**config.mk**
```make
export PLATFORM = sky130hd
export DESIGN_NAME = channel_msg_streamer
export DESIGN_NICKNAME = d
export VERILOG_FILES = /design/src/rtl/channel_msg_streamer.sv
export SDC_FILE = /design/constraint.sdc
export NUM_CORES = 2
export LEC_CHECK = 0
export BUFFER_PORTS_ARGS = -buffer_cell sky130_fd_sc_hd__buf_2
export CORE_AREA = 5 5 512 514
export CTS_BUF_LIST = sky130_fd_sc_hd__clkbuf_8
export DETAILED_ROUTE_END_ITERATION = 10
export DIE_AREA = 0 0 517 519
export HOLD_SLACK_MARGIN = 0.08
export MAX_ROUTING_LAYER = met4
export PLACE_DENSITY = 0.42
export SYNTH_ARGS = -nofsm -noshare
export SYNTH_HDL_FRONTEND = slang
export SYNTH_SLANG_ARGS = --single-unit
```
**constraint.sdc**
```tcl
create_clock -name sys_clk -period 38.9 [get_ports sys_clk]
set_input_delay 3.89 -clock sys_clk [delete_from_list [all_inputs] [get_ports sys_clk]]
set_output_delay 3.89 -clock sys_clk [all_outputs]
set_load 0.005 [all_outputs]
```
**src/rtl/channel_msg_streamer.sv**
```systemverilog
// Two-slot ping-pong frame buffer that captures whole codewords and streams
// them to the decoder one LANE_NUM-symbol beat at a time under valid/ready.
module channel_msg_streamer #(
    parameter int N         = 204,
    parameter int QUAN_SIZE = 4,
    parameter int LANE_NUM  = 17,
    localparam int BEATS    = N / LANE_NUM,
    localparam int AW       = (BEATS > 1) ? $clog2(BEATS) : 1
) (
    input  logic                          sys_clk,
    input  logic                          rstn,
    input  logic [N*QUAN_SIZE-1:0]        coded_block,
    input  logic                          tvalid_in,
    output logic                          ready_out,
    output logic [LANE_NUM*QUAN_SIZE-1:0] lane_data,
    output logic                          lane_valid,
    input  logic                          lane_ready,
    output logic [AW-1:0]                 lane_addr,
    output logic                          lane_last,
    output logic [15:0]                   frame_cnt,
    output logic                          overflow_flag
);

    localparam int W  = N * QUAN_SIZE;
    localparam int LW = LANE_NUM * QUAN_SIZE;
    localparam logic [1:0]    OCC_EMPTY = 2'd0;
    localparam logic [1:0]    OCC_FULL  = 2'd2;
    localparam logic [AW-1:0] LAST_BEAT = AW'(BEATS - 1);

    typedef enum logic {ST_IDLE = 1'b0, ST_STREAM = 1'b1} state_t;

    state_t         state_q, state_d;
    logic [W-1:0]   slot0_q, slot0_d, slot1_q, slot1_d;
    logic           wr_ptr_q, wr_ptr_d, rd_ptr_q, rd_ptr_d;
    logic [1:0]     occ_q, occ_d;
    logic [AW-1:0]  addr_q, addr_d;
    logic [15:0]    frame_cnt_q, frame_cnt_d;
    logic           ovf_q, ovf_d;

    logic           capture_s, handshake_s, last_hs_s;
    logic [W-1:0]   rd_slot_s;
    logic [LW-1:0]  beats_s [BEATS];

    // Handshake qualifiers derived from registered state only
    always_comb begin
        ready_out   = (occ_q != OCC_FULL);
        lane_valid  = (state_q == ST_STREAM);
        capture_s   = tvalid_in && ready_out;
        handshake_s = lane_valid && lane_ready;
        last_hs_s   = handshake_s && (addr_q == LAST_BEAT);
    end

    // Next-state for buffer bookkeeping and output FSM
    always_comb begin
        state_d     = state_q;
        slot0_d     = slot0_q;
        slot1_d     = slot1_q;
        wr_ptr_d    = wr_ptr_q;
        rd_ptr_d    = rd_ptr_q;
        occ_d       = occ_q;
        addr_d      = addr_q;
        frame_cnt_d = frame_cnt_q;
        ovf_d       = ovf_q;

        if (capture_s) begin
            if (wr_ptr_q) begin
                slot1_d = coded_block;
            end else begin
                slot0_d = coded_block;
            end
            wr_ptr_d = ~wr_ptr_q;
        end else if (tvalid_in) begin
            ovf_d = 1'b1;
        end else begin
            ovf_d = ovf_q;
        end

        if (last_hs_s) begin
            addr_d      = '0;
            rd_ptr_d    = ~rd_ptr_q;
            frame_cnt_d = frame_cnt_q + 16'd1;
        end else if (handshake_s) begin
            addr_d = addr_q + AW'(1);
        end else begin
            addr_d = addr_q;
        end

        // A capture and a frame retirement on the same edge cancel out
        case ({capture_s, last_hs_s})
            2'b10:   occ_d = occ_q + 2'd1;
            2'b01:   occ_d = occ_q - 2'd1;
            default: occ_d = occ_q;
        endcase

        case (state_q)
            ST_IDLE:   state_d = (occ_d != OCC_EMPTY) ? ST_STREAM : ST_IDLE;
            ST_STREAM: state_d = (last_hs_s && (occ_d == OCC_EMPTY)) ? ST_IDLE : ST_STREAM;
            default:   state_d = ST_IDLE;
        endcase
    end

    // Beat selection from the slot being drained; blanked when not streaming
    always_comb begin
        rd_slot_s = rd_ptr_q ? slot1_q : slot0_q;
        for (int b = 0; b < BEATS; b++) begin
            beats_s[b] = rd_slot_s[b*LW +: LW];
        end
        if (lane_valid) begin
            lane_data = beats_s[addr_q];
            lane_last = (addr_q == LAST_BEAT);
        end else begin
            lane_data = '0;
            lane_last = 1'b0;
        end
        lane_addr     = addr_q;
        frame_cnt     = frame_cnt_q;
        overflow_flag = ovf_q;
    end

    // Control state register
    always_ff @(posedge sys_clk or negedge rstn) begin
        if (!rstn) begin
            state_q     <= ST_IDLE;
            wr_ptr_q    <= 1'b0;
            rd_ptr_q    <= 1'b0;
            occ_q       <= OCC_EMPTY;
            addr_q      <= '0;
            frame_cnt_q <= 16'd0;
            ovf_q       <= 1'b0;
        end else begin
            state_q     <= state_d;
            wr_ptr_q    <= wr_ptr_d;
            rd_ptr_q    <= rd_ptr_d;
            occ_q       <= occ_d;
            addr_q      <= addr_d;
            frame_cnt_q <= frame_cnt_d;
            ovf_q       <= ovf_d;
        end
    end

    // Frame storage; contents are hidden by the FSM after reset so no clear
    always_ff @(posedge sys_clk) begin
        slot0_q <= slot0_d;
        slot1_q <= slot1_d;
    end

endmodule

```
==> results.md <==
- Worst-Margin Slew: around 1.1 ns
- Layout Nets: 5141
- IO Count: 912
- Final TNS setup: 0 ns
- End of the critical path: lane_data[20]
- Area of the core: 256000 um^2
- Final hold vios: 0
- Seq/Total Area, Yosys: 0.777
- Worst r2r src: occ_q[0]
- Slowest cell on crit path: dfrtp_4
- Mapped cell area: approximately 64000 um^2
- GRT overflow: 0
- WP depth: 8
- Leak Pwr: approximately 28 nW
- Hold Path Class: reg2reg
- WP buf/inv: 5
- Initial antenna violation count: approximately 240
- Post-synth cell types: 38
- Yosys warns: 0
- PortBufs: 911
- Final Total Pwr: 5.83 mW
- Max Slew Vio Count: 0
- DRC errors left: 0
- FF+latch area: between 40000 and 50000 um^2
- Cells after Synth: ~3200
- First-pass GRT wire length: a little under 300000 um
- Routed Antenna Nets: 0
- Detailed Routing Iterations Pass 1: 7
- Finished Cell Area: about 78000 um^2
- Via count: 35500
- Clock-pin slew on the worst setup and hold paths: ~0.06 ns
- Critical path's top delay family: buffers and inverters
- Via density: 4.41
- Crit path cell chain: buf_12, buf_4, buf_12, buf_12, mux4_2, mux2i_1, o211ai_1, buf_2
- Placed wire-length estimate: roughly 140000 um
- CP max FO: 110
- Filler cells: approximately 26000
- Max Clk Rate: between 90 and 100 MHz
- Clk buf depth: 4
- Post CTS Setup Buffer Count: 0
- Worst r2r dst: slot1_q[783]
- Period utilization: 0.262
- CTS Root Cell: clkbuf_8
- CTS sink cnt: roughly 1700
- CP dominant cell by count: buf_12
- Average wire per standard cell: ~26 um
- Minimum clock period: about 10 ns
- Area Overhead vs Synth: 22.0%
- Initial Util: 0.249
- Worst Setup End Kind: primary output
- Die H: approximately 520 um
- Die width: ~520 um
- #FFs+latches synth: about 1700
- H-tree depth: 5
- Relative slew slack: 0.299
- Share of layout cells above drive strength 1: 0.328
- Pin count of the biggest net entering global routing: between 100 and 150
- Vias in the first global route: approximately 37000
- Post-Route WL: about 210000 um
- CTS tree: done
- WP data required: approximately 35 ns
- Hold-fix buffers, CTS: 0
- Crit-path max cell delay: between 0.8 and 0.9 ns
- Initial DRC count: roughly 2600
- Row count: 186
- Multi-input logic area: 13100 um^2
- Commonest non-fill, non-tap cell in the layout: edfxtp_1
- Worst Path Arrival: about 6.3 ns
- Post-CTS Resized: 0
- DIE AREA: ~270000 um^2
- Max Cap Violations: 0
- Reg2Reg Setup Slack: approximately 32 ns
- Worst-case clock skew: roughly 0.063 ns
- Net count after synthesis: just over 4000
- Gr usage total: 0.155
- Status: finished, final reports clean
- CP startpoint: rd_ptr_q
- PwrDens: between 70 and 80 nW/um^2
- R2R depth: 8
- Startpoint Class: register
- Gpl congestion: roughly 0.75
- Worst-skew pair later-pin latency: 0.92 ns
- TritonCTS Buffers: around 310
- Post-Syn Area per Cell: between 15 and 20 um^2
- RSZ-0062 raised after global routing: false
- Critical path class: reg2out
- Max rail drop VDD: 0.0560 mV
- Most frequent cells in the layout: 1632 x edfxtp_1, 911 x buf_2, 611 x mux2i_1, 325 x clkbuf_8, 204 x a22oi_1
- Final setup fails: 0
- Placed Area: just over 70000 um^2
-- worst register-to-register path, cell delays in order, from the launching register on --
cell	delay [ns]
dfrtp_1	0.39
nand2b_1	0.23
and3_4	0.78
buf_4	0.92
buf_12	0.69
buf_4	0.90
buf_4	0.85
buf_4	0.86
buf_4	0.76
-- worst min path at each step --
stage	startpoint	end	slack, ns	depth (start not counted)
2_1_floorplan	occ_q[1]	occ_q[1]	0.45	1
3_3_place_gp	overflow_flag	overflow_flag	0.45	1
3_5_place_dp	overflow_flag	overflow_flag	0.46	1
4_1_cts	overflow_flag	overflow_flag	0.48	1
5_1_grt	overflow_flag	overflow_flag	0.50	1
6_report	overflow_flag	overflow_flag	0.47	1
-- cells in the mapped netlist (all sizes together) --
cell type	n	share of area
a21o	1	0.00012
a22o	1	0.00014
a22oi	204	0.024
and2	2	0.00020
and3	3	0.00029
and4	3	0.00041
and4b	1	0.00016
buf	127	0.015
clkbuf	57	0.0033
dfrtp	26	0.010
edfxtp	1632	0.77
ha	3	0.00059
inv	1	0.000059
mux2	3	0.00053
mux2i	612	0.096
mux4	136	0.048
nand2	145	0.0085
nand2b	2	0.00020
nand3	76	0.0060
nand3b	2	0.00023
nand4	71	0.0070
nor2	6	0.00051
nor2b	3	0.00029
nor3	2	0.00016
nor3b	1	0.00020
nor4	1	0.00020
o211ai	69	0.0081
o21ai	1	0.000078
o21bai	1	0.00012
or3	1	0.000098
xnor2	15	0.0021
xor2	5	0.00069
-- metrics by stage --
stage	std cells	utilization	setup slack (ns)	hold slack, ns
floorplan	3213	-	13.04	0.454
global placement	7387	0.281	28.60	0.455
detailed placement	7387	0.281	28.59	0.462
CTS	7929	0.303	28.50	0.478
global route	8027	0.304	28.33	0.498
finish	8050	0.304	28.70	0.473
-- sequential cells by signal, summed over array words and instances (netlist names) --
register,cells
rd_ptr_q,1
lane_addr,4
slot0_q,816
slot1_q,816
occ_q,2
frame_cnt,16
wr_ptr_q,1
lane_valid,1
overflow_flag,1
-- area by class of cell --
type                    instances  area share
flip-flops and latches       1658       0.637
multi-input cells            1370       0.168
repair buffers                974      0.0662
clock buffers                 325      0.0574
well taps                    3384      0.0543
clock inverters               217      0.0124
diodes                        121     0.00389
inverters                       1   0.0000482
-- metal layers --
layer | wire (um) | vias up | track usage | share of wire
met4 | 5750 | 0 | 0.0389 | 0.027
li1 | - | 15700 | - | -
met5 | 0 | - | - | 0
met1 | 86400 | 17900 | 0.188 | 0.41
met2 | 100000 | 1383 | 0.250 | 0.48
met3 | 17500 | 505 | 0.0495 | 0.084
-- power breakdown --
part           leakage [nW]  internal (mW)  switching [mW]
combinational          8.99          0.626            1.14
sequential             15.5           2.44           0.111
clock                  3.21          0.779           0.731
total                  27.7           3.84            1.99
-- logic make-up after synthesis --
kind of cell | after synthesis | share of synthesized area
XOR/XNOR | 20 | 0.00274
multiplexers | 751 | 0.144
AO/OA/AOI/OAI | 277 | 0.0325
adder cells (fa/ha/maj) | 3 | 0.000588
buffers and inverters | 185 | 0.0182
flip-flops | 1658 | 0.777
AND/OR/NAND/NOR | 319 | 0.0244
Note: power is estimated with default switching activity, not from simulation.
